==> config.mk <==
export PLATFORM = sky130hd
export DESIGN_NAME = decode_stage_q
export DESIGN_NICKNAME = d
export VERILOG_FILES = /design/src/rtl/decode_stage_q_pkg.sv /design/src/rtl/decode_stage_q_fifo.sv /design/src/rtl/decode_stage_q.sv
export SDC_FILE = /design/constraint.sdc
export NUM_CORES = 1
export LEC_CHECK = 0
export BUFFER_PORTS_ARGS = -buffer_cell sky130_fd_sc_hd__buf_2
export CAP_MARGIN = 20
export CORE_ASPECT_RATIO = 0.6
export CORE_MARGIN = 2
export CORE_UTILIZATION = 56
export DETAILED_ROUTE_END_ITERATION = 10
export PLACE_DENSITY = 0.8
export SLEW_MARGIN = 5
export SYNTH_ARGS = -nofsm -noshare
export SYNTH_HDL_FRONTEND = slang
export SYNTH_SLANG_ARGS = --single-unit
==> constraint.sdc <==
create_clock -name d_clk -period 5.65 [get_ports d_clk]
set_input_delay 0.8475 -clock d_clk [delete_from_list [all_inputs] [get_ports d_clk]]
set_output_delay 0.8475 -clock d_clk [all_outputs]
set_load 0.01 [all_outputs]
==> src/rtl/decode_stage_q_pkg.sv <==
// decode_stage_q_pkg
//   Shared definitions for the RV32I(+M) decode stage: one-hot bit indexes
//   for the ALU op, opcode class and exception vectors, the exact SYSTEM
//   encodings that raise exceptions, the major opcode enum and small
//   helpers that build one-hot ALU vectors.
package decode_stage_q_pkg;

    // ALU op one-hot indexes. M ops sit contiguously so that ALU_MUL + funct3
    // selects the right one.
    localparam int ALU_ADD    = 0;
    localparam int ALU_SUB    = 1;
    localparam int ALU_SLL    = 2;
    localparam int ALU_SLT    = 3;
    localparam int ALU_SLTU   = 4;
    localparam int ALU_XOR    = 5;
    localparam int ALU_SRL    = 6;
    localparam int ALU_SRA    = 7;
    localparam int ALU_OR     = 8;
    localparam int ALU_AND    = 9;
    localparam int ALU_EQ     = 10;
    localparam int ALU_NEQ    = 11;
    localparam int ALU_LT     = 12;
    localparam int ALU_GE     = 13;
    localparam int ALU_LTU    = 14;
    localparam int ALU_GEU    = 15;
    localparam int ALU_MUL    = 16;
    localparam int ALU_MULH   = 17;
    localparam int ALU_MULHSU = 18;
    localparam int ALU_MULHU  = 19;
    localparam int ALU_DIV    = 20;
    localparam int ALU_DIVU   = 21;
    localparam int ALU_REM    = 22;
    localparam int ALU_REMU   = 23;
    localparam int ALU_WIDTH  = 24;

    // Opcode class one-hot indexes.
    localparam int OPC_RTYPE    = 0;
    localparam int OPC_ITYPE    = 1;
    localparam int OPC_LOAD     = 2;
    localparam int OPC_STORE    = 3;
    localparam int OPC_BRANCH   = 4;
    localparam int OPC_JAL      = 5;
    localparam int OPC_JALR     = 6;
    localparam int OPC_LUI      = 7;
    localparam int OPC_AUIPC    = 8;
    localparam int OPC_SYSTEM   = 9;
    localparam int OPC_FENCE    = 10;
    localparam int OPCODE_WIDTH = 11;

    // Exception one-hot indexes.
    localparam int EXC_ILLEGAL = 0;
    localparam int EXC_ECALL   = 1;
    localparam int EXC_EBREAK  = 2;
    localparam int EXC_MRET    = 3;
    localparam int EXC_WIDTH   = 4;

    // Exact SYSTEM encodings; any other SYSTEM word raises nothing.
    localparam logic [31:0] ENC_ECALL  = 32'h0000_0073;
    localparam logic [31:0] ENC_EBREAK = 32'h0010_0073;
    localparam logic [31:0] ENC_MRET   = 32'h3020_0073;

    typedef enum logic [6:0] {
        OP_LOAD   = 7'b0000011,
        OP_FENCE  = 7'b0001111,
        OP_IMM    = 7'b0010011,
        OP_AUIPC  = 7'b0010111,
        OP_STORE  = 7'b0100011,
        OP_REG    = 7'b0110011,
        OP_LUI    = 7'b0110111,
        OP_BRANCH = 7'b1100011,
        OP_JALR   = 7'b1100111,
        OP_JAL    = 7'b1101111,
        OP_SYSTEM = 7'b1110011
    } opcode_e;

    function automatic logic [ALU_WIDTH-1:0] aluBit(input int idx);
        return ALU_WIDTH'(1) << idx;
    endfunction

    // Base integer op selected by funct3 (shifts default to the logical form).
    function automatic logic [ALU_WIDTH-1:0] baseAluOp(input logic [2:0] funct3);
        case (funct3)
            3'b000:  return aluBit(ALU_ADD);
            3'b001:  return aluBit(ALU_SLL);
            3'b010:  return aluBit(ALU_SLT);
            3'b011:  return aluBit(ALU_SLTU);
            3'b100:  return aluBit(ALU_XOR);
            3'b101:  return aluBit(ALU_SRL);
            3'b110:  return aluBit(ALU_OR);
            default: return aluBit(ALU_AND);
        endcase
    endfunction

endpackage

==> src/rtl/decode_stage_q_fifo.sv <==
// decode_fifo
//   Circular instruction queue of DEPTH entries, each WIDTH bits wide.
//   Ports: d_clk/d_rst clock and async active-low reset; push_i/data_i write,
//   pop_i/head_o read (head is valid whenever empty_o is low); flush_i empties
//   the queue; full_o/empty_o/level_o report occupancy.
module decode_fifo #(
    parameter int DEPTH = 2,
    parameter int WIDTH = 64,
    parameter int LW    = $clog2(DEPTH + 1)
) (
    input  logic             d_clk,
    input  logic             d_rst,
    input  logic             push_i,
    input  logic [WIDTH-1:0] data_i,
    input  logic             pop_i,
    input  logic             flush_i,
    output logic [WIDTH-1:0] head_o,
    output logic             full_o,
    output logic             empty_o,
    output logic [LW-1:0]    level_o
);

    localparam int PW = (DEPTH > 1) ? $clog2(DEPTH) : 1;

    logic [WIDTH-1:0] mem_q [DEPTH];
    logic [PW-1:0]    wrPtr_q, wrPtr_d;
    logic [PW-1:0]    rdPtr_q, rdPtr_d;
    logic [LW-1:0]    count_q, count_d;

    // Explicit wrap so that non-power-of-two depths work.
    function automatic logic [PW-1:0] nextPtr(input logic [PW-1:0] p);
        return (p == PW'(DEPTH - 1)) ? '0 : p + 1'b1;
    endfunction

    always_comb begin
        wrPtr_d = wrPtr_q;
        rdPtr_d = rdPtr_q;
        count_d = count_q;
        if (flush_i) begin
            wrPtr_d = '0;
            rdPtr_d = '0;
            count_d = '0;
        end else begin
            if (push_i) wrPtr_d = nextPtr(wrPtr_q);
            if (pop_i)  rdPtr_d = nextPtr(rdPtr_q);
            if (push_i && !pop_i)      count_d = count_q + 1'b1;
            else if (pop_i && !push_i) count_d = count_q - 1'b1;
        end
    end

    always_ff @(posedge d_clk or negedge d_rst) begin
        if (!d_rst) begin
            wrPtr_q <= '0;
            rdPtr_q <= '0;
            count_q <= '0;
        end else begin
            wrPtr_q <= wrPtr_d;
            rdPtr_q <= rdPtr_d;
            count_q <= count_d;
        end
    end

    // Storage needs no reset: entries are only read while counted as occupied.
    always_ff @(posedge d_clk) begin
        if (push_i && !flush_i) mem_q[wrPtr_q] <= data_i;
    end

    assign head_o  = mem_q[rdPtr_q];
    assign full_o  = (count_q == LW'(DEPTH));
    assign empty_o = (count_q == '0);
    assign level_o = count_q;

endmodule

==> src/rtl/decode_stage_q.sv <==
// decode_stage_q
//   RV32I(+optional M) decode stage between fetch and execute. Instructions
//   are queued in decode_fifo and decoded from the queue head (or directly
//   from the input when the queue is empty and the output register is free),
//   then registered with field split, one-hot ALU/opcode class and exceptions.
//   Ports: d_clk/d_rst clock and async active-low reset; d_i_valid/d_o_ready
//   with d_i_instr/d_i_pc form the fetch handshake; d_o_valid/d_i_ready the
//   execute handshake; d_i_flush drops everything; d_o_* are the registered
//   decode results; d_o_level is queue occupancy.
module decode_stage_q
    import decode_stage_q_pkg::*;
#(
    parameter int PC_WIDTH   = 32,
    parameter int AWIDTH     = 5,
    parameter int FIFO_DEPTH = 2,
    parameter int ENABLE_M   = 0
) (
    input  logic                             d_clk,
    input  logic                             d_rst,
    input  logic                             d_i_valid,
    output logic                             d_o_ready,
    input  logic [31:0]                      d_i_instr,
    input  logic [PC_WIDTH-1:0]              d_i_pc,
    input  logic                             d_i_flush,
    output logic                             d_o_valid,
    input  logic                             d_i_ready,
    output logic [PC_WIDTH-1:0]              d_o_pc,
    output logic [AWIDTH-1:0]                d_o_rs1,
    output logic [AWIDTH-1:0]                d_o_rs2,
    output logic [AWIDTH-1:0]                d_o_rd,
    output logic [31:0]                      d_o_imm,
    output logic [2:0]                       d_o_funct3,
    output logic [ALU_WIDTH-1:0]             d_o_alu,
    output logic [OPCODE_WIDTH-1:0]          d_o_opcode,
    output logic [EXC_WIDTH-1:0]             d_o_exception,
    output logic [$clog2(FIFO_DEPTH+1)-1:0]  d_o_level
);

    localparam int LW      = $clog2(FIFO_DEPTH + 1);
    localparam int ENTRY_W = PC_WIDTH + 32;

    logic               fifoFull, fifoEmpty, pushFifo, popFifo;
    logic [ENTRY_W-1:0] headEntry, selEntry;
    logic [31:0]        selInstr;
    logic [PC_WIDTH-1:0] selPc;
    logic               accept, outFree, bypass, loadOut;

    logic                    valid_q, valid_d;
    logic [PC_WIDTH-1:0]     pc_q;
    logic [AWIDTH-1:0]       rs1_q, rs1_d, rs2_q, rs2_d, rd_q, rd_d;
    logic [31:0]             imm_q, imm_d;
    logic [2:0]              funct3_q, funct3_d;
    logic [ALU_WIDTH-1:0]    alu_q, alu_d;
    logic [OPCODE_WIDTH-1:0] opc_q, opc_d;
    logic [EXC_WIDTH-1:0]    exc_q, exc_d;

    decode_fifo #(.DEPTH(FIFO_DEPTH), .WIDTH(ENTRY_W), .LW(LW)) u_fifo (
        .d_clk   (d_clk),
        .d_rst   (d_rst),
        .push_i  (pushFifo),
        .data_i  ({d_i_pc, d_i_instr}),
        .pop_i   (popFifo),
        .flush_i (d_i_flush),
        .head_o  (headEntry),
        .full_o  (fifoFull),
        .empty_o (fifoEmpty),
        .level_o (d_o_level)
    );

    // Ready depends only on registered occupancy, so a pop while full does
    // not open the input in the same cycle. An empty queue with a free output
    // register lets the incoming instruction skip the queue; otherwise the
    // head is decoded and the new instruction queues behind it (FIFO order).
    assign d_o_ready = !fifoFull;
    assign accept    = d_i_valid && !fifoFull && !d_i_flush;
    assign outFree   = !valid_q || d_i_ready;
    assign bypass    = accept && fifoEmpty && outFree;
    assign loadOut   = !d_i_flush && outFree && (!fifoEmpty || bypass);
    assign popFifo   = !d_i_flush && outFree && !fifoEmpty;
    assign pushFifo  = accept && !bypass;
    assign selEntry  = fifoEmpty ? {d_i_pc, d_i_instr} : headEntry;
    assign selInstr  = selEntry[31:0];
    assign selPc     = selEntry[ENTRY_W-1:32];

    // Flush wins over everything; otherwise the register refills, empties
    // when consumed with nothing behind it, or holds under back-pressure.
    always_comb begin
        valid_d = valid_q;
        if (d_i_flush)    valid_d = 1'b0;
        else if (loadOut) valid_d = 1'b1;
        else if (outFree) valid_d = 1'b0;
    end

    // Decode of the selected entry. Fields absent from a format stay 0, and
    // an illegal word keeps only the ILLEGAL bit so nothing downstream acts
    // on a half-decoded instruction. Reserved branch funct3 values have no
    // comparison op and are treated as illegal.
    always_comb begin
        logic       illegal;
        logic [6:0] f7;
        logic [2:0] f3;
        logic [4:0] fRs1, fRs2, fRd;
        illegal  = 1'b0;
        f7       = selInstr[31:25];
        f3       = selInstr[14:12];
        fRs1     = '0;
        fRs2     = '0;
        fRd      = '0;
        imm_d    = '0;
        funct3_d = '0;
        alu_d    = aluBit(ALU_ADD);
        opc_d    = '0;
        exc_d    = '0;
        case (opcode_e'(selInstr[6:0]))
            OP_REG: begin
                opc_d[OPC_RTYPE] = 1'b1;
                {fRs1, fRs2, fRd} = {selInstr[19:15], selInstr[24:20], selInstr[11:7]};
                funct3_d = f3;
                if (f7 == 7'b0000000)
                    alu_d = baseAluOp(f3);
                else if (f7 == 7'b0100000 && f3 == 3'b000)
                    alu_d = aluBit(ALU_SUB);
                else if (f7 == 7'b0100000 && f3 == 3'b101)
                    alu_d = aluBit(ALU_SRA);
                else if (f7 == 7'b0000001 && ENABLE_M != 0)
                    alu_d = aluBit(ALU_MUL + int'(f3));
                else
                    illegal = 1'b1;
            end
            OP_IMM: begin
                opc_d[OPC_ITYPE] = 1'b1;
                {fRs1, fRd} = {selInstr[19:15], selInstr[11:7]};
                funct3_d = f3;
                imm_d    = {{20{selInstr[31]}}, selInstr[31:20]};
                alu_d    = baseAluOp(f3);
                if (f3 == 3'b001 && f7 != 7'b0000000) illegal = 1'b1;
                if (f3 == 3'b101) begin
                    if (f7 == 7'b0100000)      alu_d = aluBit(ALU_SRA);
                    else if (f7 != 7'b0000000) illegal = 1'b1;
                end
            end
            OP_LOAD, OP_JALR: begin
                opc_d[(selInstr[6:0] == OP_LOAD) ? OPC_LOAD : OPC_JALR] = 1'b1;
                {fRs1, fRd} = {selInstr[19:15], selInstr[11:7]};
                funct3_d = f3;
                imm_d    = {{20{selInstr[31]}}, selInstr[31:20]};
            end
            OP_STORE: begin
                opc_d[OPC_STORE] = 1'b1;
                {fRs1, fRs2} = {selInstr[19:15], selInstr[24:20]};
                funct3_d = f3;
                imm_d    = {{20{selInstr[31]}}, selInstr[31:25], selInstr[11:7]};
            end
            OP_BRANCH: begin
                opc_d[OPC_BRANCH] = 1'b1;
                {fRs1, fRs2} = {selInstr[19:15], selInstr[24:20]};
                funct3_d = f3;
                imm_d    = {{19{selInstr[31]}}, selInstr[31], selInstr[7],
                            selInstr[30:25], selInstr[11:8], 1'b0};
                case (f3)
                    3'b000:  alu_d = aluBit(ALU_EQ);
                    3'b001:  alu_d = aluBit(ALU_NEQ);
                    3'b100:  alu_d = aluBit(ALU_LT);
                    3'b101:  alu_d = aluBit(ALU_GE);
                    3'b110:  alu_d = aluBit(ALU_LTU);
                    3'b111:  alu_d = aluBit(ALU_GEU);
                    default: illegal = 1'b1;
                endcase
            end
            OP_JAL: begin
                opc_d[OPC_JAL] = 1'b1;
                fRd   = selInstr[11:7];
                imm_d = {{11{selInstr[31]}}, selInstr[31], selInstr[19:12],
                         selInstr[20], selInstr[30:21], 1'b0};
            end
            OP_LUI, OP_AUIPC: begin
                opc_d[(selInstr[6:0] == OP_LUI) ? OPC_LUI : OPC_AUIPC] = 1'b1;
                fRd   = selInstr[11:7];
                imm_d = {selInstr[31:12], 12'b0};
            end
            OP_SYSTEM, OP_FENCE: begin
                opc_d[(selInstr[6:0] == OP_SYSTEM) ? OPC_SYSTEM : OPC_FENCE] = 1'b1;
                {fRs1, fRd} = {selInstr[19:15], selInstr[11:7]};
                funct3_d = f3;
                imm_d    = {20'b0, selInstr[31:20]};
                exc_d[EXC_ECALL]  = (selInstr == ENC_ECALL);
                exc_d[EXC_EBREAK] = (selInstr == ENC_EBREAK);
                exc_d[EXC_MRET]   = (selInstr == ENC_MRET);
            end
            default: illegal = 1'b1;
        endcase
        rs1_d = AWIDTH'(fRs1);
        rs2_d = AWIDTH'(fRs2);
        rd_d  = AWIDTH'(fRd);
        if (illegal) begin
            rs1_d    = '0;
            rs2_d    = '0;
            rd_d     = '0;
            imm_d    = '0;
            funct3_d = '0;
            alu_d    = '0;
            opc_d    = '0;
            exc_d    = '0;
            exc_d[EXC_ILLEGAL] = 1'b1;
        end
    end

    // Output register: loads only on a free slot, so data holds under stall.
    always_ff @(posedge d_clk or negedge d_rst) begin
        if (!d_rst) begin
            valid_q  <= 1'b0;
            pc_q     <= '0;
            rs1_q    <= '0;
            rs2_q    <= '0;
            rd_q     <= '0;
            imm_q    <= '0;
            funct3_q <= '0;
            alu_q    <= '0;
            opc_q    <= '0;
            exc_q    <= '0;
        end else begin
            valid_q <= valid_d;
            if (loadOut) begin
                pc_q     <= selPc;
                rs1_q    <= rs1_d;
                rs2_q    <= rs2_d;
                rd_q     <= rd_d;
                imm_q    <= imm_d;
                funct3_q <= funct3_d;
                alu_q    <= alu_d;
                opc_q    <= opc_d;
                exc_q    <= exc_d;
            end
        end
    end

    assign d_o_valid     = valid_q;
    assign d_o_pc        = pc_q;
    assign d_o_rs1       = rs1_q;
    assign d_o_rs2       = rs2_q;
    assign d_o_rd        = rd_q;
    assign d_o_imm       = imm_q;
    assign d_o_funct3    = funct3_q;
    assign d_o_alu       = alu_q;
    assign d_o_opcode    = opc_q;
    assign d_o_exception = exc_q;

endmodule

==> flow_summary.toml, run 1 <==
[power_and_ir_drop]
seq_power_share_pct = 49.5
power_density_nw_per_um2 = 325
switchingPower_mw = 0.954
combPwrFrac_pct = 9.7
clkPwrFrac_pct = 40.8
leakage_nw = 5.11
internal-power_mw = 3.07
switching_share_pct = 23.7
peakVddDrop_v = 0.000238

[floorplan]
ioPinCount = 194
rows = 38
initial_core_util_pct = 57.5
die_w_um = 181
core_area_um2 = 18200
die_area_um2 = 19900
die_h_um = 110

[worst_setup_path]
critPathMaxFanout = 24
r2r_end = "d_o_alu[12]"
critical-path-max-stage-delay_ns = 0.84
start_kind = "flop"
crit_slowest_cell = "or2_1"
endpoint_kind = "flop"
reg2reg_depth = 8
path_cells = "or2_1 -> a21oi_1 -> or4_1 -> or2_1 -> o211ai_2 -> and3_1 -> buf_4 -> a32o_1"
r2r_slack_ns = 1.13
critPathBufInv = 1
cpMostUsedCell = "or2_1"
worst-path-stages = 8
arrival_ns = 4.97
cpLargestDelayFamily = "simple AND/OR/NAND/NOR gates"
timing.rr.start = "u_fifo.level_o[1]"
critical_path_required_ns = 6.10
worst-setup-path-type = "flop to flop"

[synthesis]
synth_cell_types = 57
synth_area_per_cell_um2 = 12.0
ys.flop_type = "edfxtp_1"
syn_inst = 871
ys_seq_area_share_pct = 64.9
ys_seq_elements = 246
yosysWarnings = 0
ys_top_cells_by_count = "edfxtp_1, nand2_1, dfrtp_1, o21ai_0, a21oi_1"
synth_area_um2 = 10500
synthTopCellsByArea = "edfxtp_1, dfrtp_1, mux2i_1, nand2_1, o21ai_0"
yosysTopAreaCell = "edfxtp_1"
ys_async_sr_fraction_pct = 48.0
synth_edf_count = 128
yosysTopAreaCellShare_pct = 36.7
synth_most_common_cell = "edfxtp_1"

[routing]
drt_iter0_drc = 829
vias = 7796
routed_wirelength_mm = 26.7
routedWlPerCell_um = 20.6
vias_per_cell = 6.01
first_pass_iters = 5
remaining_drc_errors = 0
ant_nets = 0

[place]
numPortBuffers = 185
gp_congestion = 0.952
pre_cts_ws_ns = 1.31
dp_cells = 1253
dpl_cell_area_um2 = 11500
post-dp-hpwl_mm = 18.1

[clock_network]
cts-resized-gates = 0
clk_pin_slew_ns = 0.06
postCtsSetupBuffers = 0
clock-sinks = 246
cts_tree = "yes"
cts-root-buf = "clkbuf_16"
hold_buffers = 0
numCtsBuffers = 23
clock_latency_ns = 0.51
h-tree-depth = 1
cts_buffer_depth = 3

[grt]
antenna_found_initial = 2
grt.total_usage_pct = 26.5
grt_pass1_wl_mm = 40.3
grt_pass1_vias = 7085
grt-ovfl-total = 0
grt_max_degree = 102

[sta]
timing.fmax_ghz = 0.221
setup_tns_ns = 0
maxSlewHeadroom_pct = 36.5
fin_crit_sh_pct = 80.1
finalHoldViolCount = 0
finalSetupViolations = 0
fin_skew_ns = 0.00883
period_minus_slack_ns = 4.52
tightest_slew_ns = 0.952
slew_violations = 0
rsz0062_at_grt = "no"
setup_ws_ns = 1.13

[finish]
instances_no_fill = 1298
synthToLayoutAreaGrowth_pct = 18.1
multi_input_area_um2 = 3340
regArea_um2 = 6800
drive_gt1_share_pct = 24.4
nFillCells = 1361
nets = 1109
final_cell_area_um2 = 12400

[run_status]
outcome = "finished clean"

[run]
max_cap_violations = 0

[min_path]
hp-class = "input port to async pin"
==> power by group through the flow <==
stage	clock [mW]	sequential, mW	combinational (mW)
4_1_cts	1.66	1.99	0.383
3_3_place_gp	0	2.02	0.374
3_5_place_dp	0	2.02	0.381
6_report	1.64	1.99	0.391
5_1_grt	1.74	1.99	0.428
2_1_floorplan	0	2.04	0.204
==> registers in the layout (all words and copies together) (netlist names), 2 cells and up <==
register / count
u_fifo.mem_q: 128
d_o_imm: 32
d_o_pc: 32
d_o_alu: 16
d_o_opcode: 11
d_o_rd: 5
d_o_rs1: 5
d_o_rs2: 5
d_o_exception: 4
d_o_funct3: 3
u_fifo.level_o: 2
==> routing by layer <==
metal | up-vias | track usage (%) | wire [um]
li1 | 3531 | - | -
met1 | 3834 | 41.0 | 12200
met2 | 394 | 37.2 | 11100
met3 | 37 | 8.38 | 3090
met4 | 0 | 4.15 | 378
met5 | - | 0 | 0
==> worst reg2reg max path, delay by kind of cell (launching register included) <==
family | cells | cell delay [ns]
simple gates | 4 | 2.47
flops | 1 | 0.83
buf+inv | 1 | 0.35
compound gates | 3 | 0.82
==> cell families (layout without fill, tap and decap cells) <==
group                     after synthesis  count (layout)  share of synthesized area [%]
muxes                                  64              64                           6.15
other                                   1               9                         0.0358
AOI/OAI and AO/OA                     248             248                           15.1
DFF                                   246             246                           64.9
and+or+nand+nor                       238             238                           9.88
xor gates and xnor gates                3               3                          0.251
buffers and inverters                  71             250                           3.75
==> area by class of cell <==
type,count,area share (%)
multi-input cells,561,27.0
well taps,240,2.43
flip-flops and latches,246,54.9
clock buffers,32,5.25
clock inverters,10,1.25
inverters,8,0.243
repair buffers,200,8.84
diodes,1,0.0202
==> layout by cell type, fill, tap and decap left out, types with 3 or more instances in the layout <==
cell type  netlist  final
inv_1            8      8
a21oi_1         68     68
xnor2_1          3      3
nand2_1        119    119
bufinv_16        0      4
clkbuf_8         0      4
mux2i_1         61     61
a32o_1          30     30
nor2_4           0      3
nor2_1          57     55
nor3_1          21     21
o21ai_1         26     26
conb_1           1      8
a21oi_2          3      3
a211oi_1         4      4
clkbuf_1        28      5
nand4_1          4      4
dfrtp_1        118    117
edfxtp_1       128    128
nor2b_1          3      3
a22oi_1          7      7
clkbuf_16        0     23
mux2_2           3      3
clkinv_2         0      3
nand3_1         12     12
o21a_1          12     12
buf_2           11    184
buf_4           10     13
o21ai_0         70     70
a21o_1           7      7
==> metrics by stage <==
step           power, mW  hold slack [ns]  util, %
2_1_floorplan       2.24            0.507        -
3_3_place_gp        2.39            0.451     63.2
3_5_place_dp        2.41            0.463     63.2
4_1_cts             4.03            0.471     67.6
5_1_grt             4.17            0.496     67.9
6_report            4.02            0.440     68.0
==> worst max path at each step <==
stage                 startpoint            endpoint  slack, ns
2_1_floorplan          d_i_flush  u_fifo.mem_q[0][0]       1.19
3_3_place_gp   u_fifo.level_o[1]         d_o_alu[12]       1.54
3_5_place_dp   u_fifo.level_o[1]         d_o_alu[12]       1.31
4_1_cts        u_fifo.level_o[1]         d_o_alu[12]       1.27
5_1_grt        u_fifo.level_o[1]         d_o_alu[13]       0.86
6_report       u_fifo.level_o[1]         d_o_alu[12]       1.13
(Power assumes the default switching activity.)
==> run 2, diff against run 1 <==
Clock period 5.65 ns to 4.4 ns, I/O delays scaled along.
==> flow_summary.toml, run 2 (synthesized netlist as in run 1, its figures left out) <==
[sta]
finalSetupViolations = 0
setup_tns_ns = 0
setup_ws_ns = 0.612
fin_crit_sh_pct = 86.1
slew_violations = 0
maxSlewHeadroom_pct = 24.6
period_minus_slack_ns = 3.79
fin_skew_ns = 0.0141
rsz0062_at_grt = "no"
tightest_slew_ns = 1.12
finalHoldViolCount = 0
timing.fmax_ghz = 0.264
worst_hold_slack_ns = 0.207

[place]
numPortBuffers = 185
dp_cells = 1254
gp_congestion = 0.980
dpl_cell_area_um2 = 11600
post-dp-hpwl_mm = 17.8
pre_cts_ws_ns = 0.748

[floorplan]
rows = 38
ioPinCount = 194
die_area_um2 = 19900
die_h_um = 110
die_w_um = 181
initial_core_util_pct = 57.5
core_area_um2 = 18200

[power_and_ir_drop]
leakage_nw = 5.05
peakVddDrop_v = 0.000246
power_density_nw_per_um2 = 398
power_mw = 4.87

[grt]
grt_pass1_wl_mm = 40.8
grt.total_usage_pct = 26.8
antenna_found_initial = 0
grt_max_degree = 91
grt_pass1_vias = 7158
grt-ovfl-total = 0

[clock_network]
cts_buffer_depth = 3
cts-root-buf = "clkbuf_16"
clock_latency_ns = 0.52
cts_tree = "yes"
cts-resized-gates = 0
clk_pin_slew_ns = 0.07
clock-sinks = 246
hold_buffers = 0
numCtsBuffers = 22
h-tree-depth = 1
postCtsSetupBuffers = 0

[finish]
layout_commonest_cell = "buf_2"
final_cell_area_um2 = 12200
nets = 1107
regMostFlops = "u_fifo.mem_q"
fin_util_pct = 67.2
num_antenna_cells = 0
synthToLayoutAreaGrowth_pct = 16.8
drive_gt1_share_pct = 24.1
instances_no_fill = 1294
final_cell_mix = "buf_2, edfxtp_1, nand2_1"
largest_register_ff_count = 128

[run]
max_cap_violations = 0

[min_path]
hp-class = "input port to async pin"

[worst_setup_path]
arrival_ns = 4.23
start_kind = "flop"
worst-setup-path-type = "flop to flop"
critPathMaxFanout = 44
endpoint_kind = "flop"
critical_path_required_ns = 4.84

[routing]
remaining_drc_errors = 0
vias_per_cell = 5.93
vias = 7667
first_pass_iters = 5
routed_wirelength_mm = 26.4
drt_iter0_drc = 819
top_layer = "met4"
met2_length_mm = 10.9
wirelength_met1_mm = 12.4
routedWlPerCell_um = 20.4
wl_met3_mm = 2.67
ant_nets = 0

[run_status]
outcome = "finished clean"
==> run 2: cell types whose count changed in the layout (fill, tap and decap cells not counted), sizes merged <==
| cell | delta |
|---|---|
| bufinv | -4 |
| buf | -1 |
| diode | -1 |
| clkinvlp | -1 |
| clkinv | +5 |
| clkbuf | -2 |
==> run 2: worst paths after layout <==
check                               startpoint                  to  slack (ns)  depth (start not counted)
min in group d_clk                d_i_instr[2]  u_fifo.mem_q[1][2]        0.35                          1
worst max-delay path            u_fifo.rdPtr_q         d_o_alu[10]        0.61                          8
worst max register to register  u_fifo.rdPtr_q         d_o_alu[10]        0.61                          8
worst min register to register   d_o_opcode[8]       d_o_opcode[8]        0.47                          2
max in group asynchronous                d_rst           d_o_pc[6]        3.37                          2
worst min-delay path                     d_rst         d_o_imm[29]        0.21                          1
==> run 2: per-layer routing <==
metal / vias up / track usage [%]
met5: - / 0
met4: 0 / 5.82
met1: 3712 / 42.3
li1: 3529 / -
met3: 36 / 6.39
met2: 390 / 37.5
==> run 2: cell type report <==
class                   count  area [um2]
clock inverters            10        51.3
repair buffers            199        1080
fillers                  1415        5980
well taps                 240         300
clock buffers              30         622
inverters                   8        30.0
flip-flops and latches    246        6800
multi-input cells         561        3340
==> run 2: worst max-delay path, stage by stage, from the launching register on <==
cell	delay [ns]
dfrtp_4	0.99
mux2i_1	0.27
a21oi_1	0.16
or4_1	0.65
or2_1	0.35
o211ai_2	0.25
and3_1	0.41
buf_4	0.38
a32o_1	0.23
==> run 2: report_power, final <==
part	total (mW)	switching, mW	internal (mW)
clock network	1.82	0.829	0.994
logic	0.498	0.332	0.166
registers	2.55	0.0464	2.50
total	4.87	1.21	3.66
==> run 3, diff against run 2 <==
Settings changed: CORE_MARGIN 2 to 4, PLACE_DENSITY 0.8 to not set, PLACE_DENSITY_LB_ADDON set to 0.15.
==> flow_summary.toml, run 3 (synthesized netlist as in run 1, its figures left out) <==
[routing]
vias_per_cell = 5.90
routed_wirelength_mm = 27.0
remaining_drc_errors = 0
first_pass_iters = 5
drt_iter0_drc = 787
ant_nets = 0
vias = 7681
routedWlPerCell_um = 20.7

[power_and_ir_drop]
power_mw = 5.05
leakage_nw = 5.12
seq_power_share_pct = 50.5
clkPwrFrac_pct = 39.5
switching_share_pct = 24.1
combPwrFrac_pct = 9.9
peakVddDrop_v = 0.000366
power_density_nw_per_um2 = 409
switchingPower_mw = 1.22
internal-power_mw = 3.83

[place]
post-dp-hpwl_mm = 18.6
numPortBuffers = 185
gp_congestion = 0.961

[finish]
layout_commonest_cell = "buf_2"
drive_gt1_share_pct = 24.8
fin_util_pct = 67.8
regMostFlops = "u_fifo.mem_q"
final_cell_mix = "buf_2, edfxtp_1, nand2_1"
largest_register_ff_count = 128
nFillCells = 1419
nets = 1114
synthToLayoutAreaGrowth_pct = 17.9
num_antenna_cells = 0

[run]
max_cap_violations = 0

[grt]
grt.total_usage_pct = 25.3
grt-ovfl-total = 0
grt_max_degree = 105
grt_pass1_wl_mm = 41.4
antenna_found_initial = 2
grt_pass1_vias = 7197

[sta]
timing.fmax_ghz = 0.283
finalSetupViolations = 0
period_minus_slack_ns = 3.54
fin_skew_ns = 0.0122
setup_tns_ns = 0
tightest_slew_ns = 0.965
fin_crit_sh_pct = 80.4
worst_hold_slack_ns = 0.159
finalHoldViolCount = 0
slew_violations = 0
rsz0062_at_grt = "no"
maxSlewHeadroom_pct = 35.0

[worst_setup_path]
endpoint_kind = "flop"
r2r_end = "d_o_imm[11]"
critPathMaxFanout = 23
timing.rr.start = "u_fifo.level_o[0]"
worst-setup-path-type = "flop to flop"
start_kind = "flop"
critical_path_required_ns = 4.81
reg2reg_depth = 9
arrival_ns = 3.95
r2r_slack_ns = 0.86
crit_path_end = "d_o_imm[11]"
crit_path_start = "u_fifo.level_o[0]"

[clock_network]
h-tree-depth = 1
cts-root-buf = "clkbuf_16"
cts_tree = "yes"
hold_buffers = 0
clock_latency_ns = 0.50
cts-resized-gates = 0
postCtsSetupBuffers = 0
clock-sinks = 246
cts_buffer_depth = 3
clk_pin_slew_ns = 0.07
numCtsBuffers = 23

[floorplan]
core_area_um2 = 18200
die_h_um = 114
ioPinCount = 194
initial_core_util_pct = 57.5
rows = 38
die_w_um = 185
die_area_um2 = 21000

[min_path]
hp-class = "input port to async pin"

[run_status]
outcome = "finished clean"
[run 3: layout make-up]
cell class                      instances  area [um2]  area share, %
Inverter                                8        30.0          0.243
Sequential cell                       246        6800           55.1
Timing Repair Buffer                  205        1110           9.00
Clock buffer                           28         647           5.24
Clock inverter                         13         115          0.932
Multi-Input combinational cell        561        3340           27.1
Tap cell                              240         300           2.43
[run 3: critical path, cell delays in order (launching register included)]
cell and delay (ns):
dfrtp_1 0.86, or2_1 0.31, buf_4 0.29, a21o_1 0.34, nand4_1 0.27, nor2_1 0.37, a311o_1 0.41, o211ai_1 0.15
buf_4 0.24, a22oi_1 0.20
[run 3: layer usage]
metal  vias up  part of all wire, %  global-route usage [%]
li1       3545                    -                       -
met1      3730                   47                    41.7
met2       363                   40                    34.6
met3        39                   11                    6.34
met4         4                  1.4                    4.09
met5         -                0.074                       0
[run 3: how the worst min path moves through the flow]
stage | cells after the start | to
6_report | 1 | d_o_pc[21]
5_1_grt | 1 | d_o_pc[21]
4_1_cts | 1 | d_o_pc[7]
3_5_place_dp | 2 | d_o_opcode[7]
3_3_place_gp | 2 | d_o_opcode[8]
2_1_floorplan | 0 | d_o_alu[0]
[run 3: per-stage QoR]
| step | setup WS (ns) | cells | cell area (um2) |
|---|---|---|---|
| floorplan | 0.132 | 878 | 10500 |
| global placement | 1.08 | 1259 | 11600 |
| detailed placement | 1.03 | 1259 | 11600 |
| CTS | 0.988 | 1300 | 12300 |
| global route | 0.678 | 1301 | 12300 |
| finish | 0.864 | 1301 | 12300 |
[run 3: power by group through the flow]
| stage | Combinational, mW | Clock [mW] | Sequential (mW) |
|---|---|---|---|
| 5_1_grt | 0.554 | 2.13 | 2.56 |
| 6_report | 0.502 | 2.00 | 2.55 |
| 3_3_place_gp | 0.489 | 0 | 2.59 |
| 2_1_floorplan | 0.261 | 0 | 2.61 |
| 3_5_place_dp | 0.494 | 0 | 2.60 |
| 4_1_cts | 0.497 | 2.02 | 2.55 |
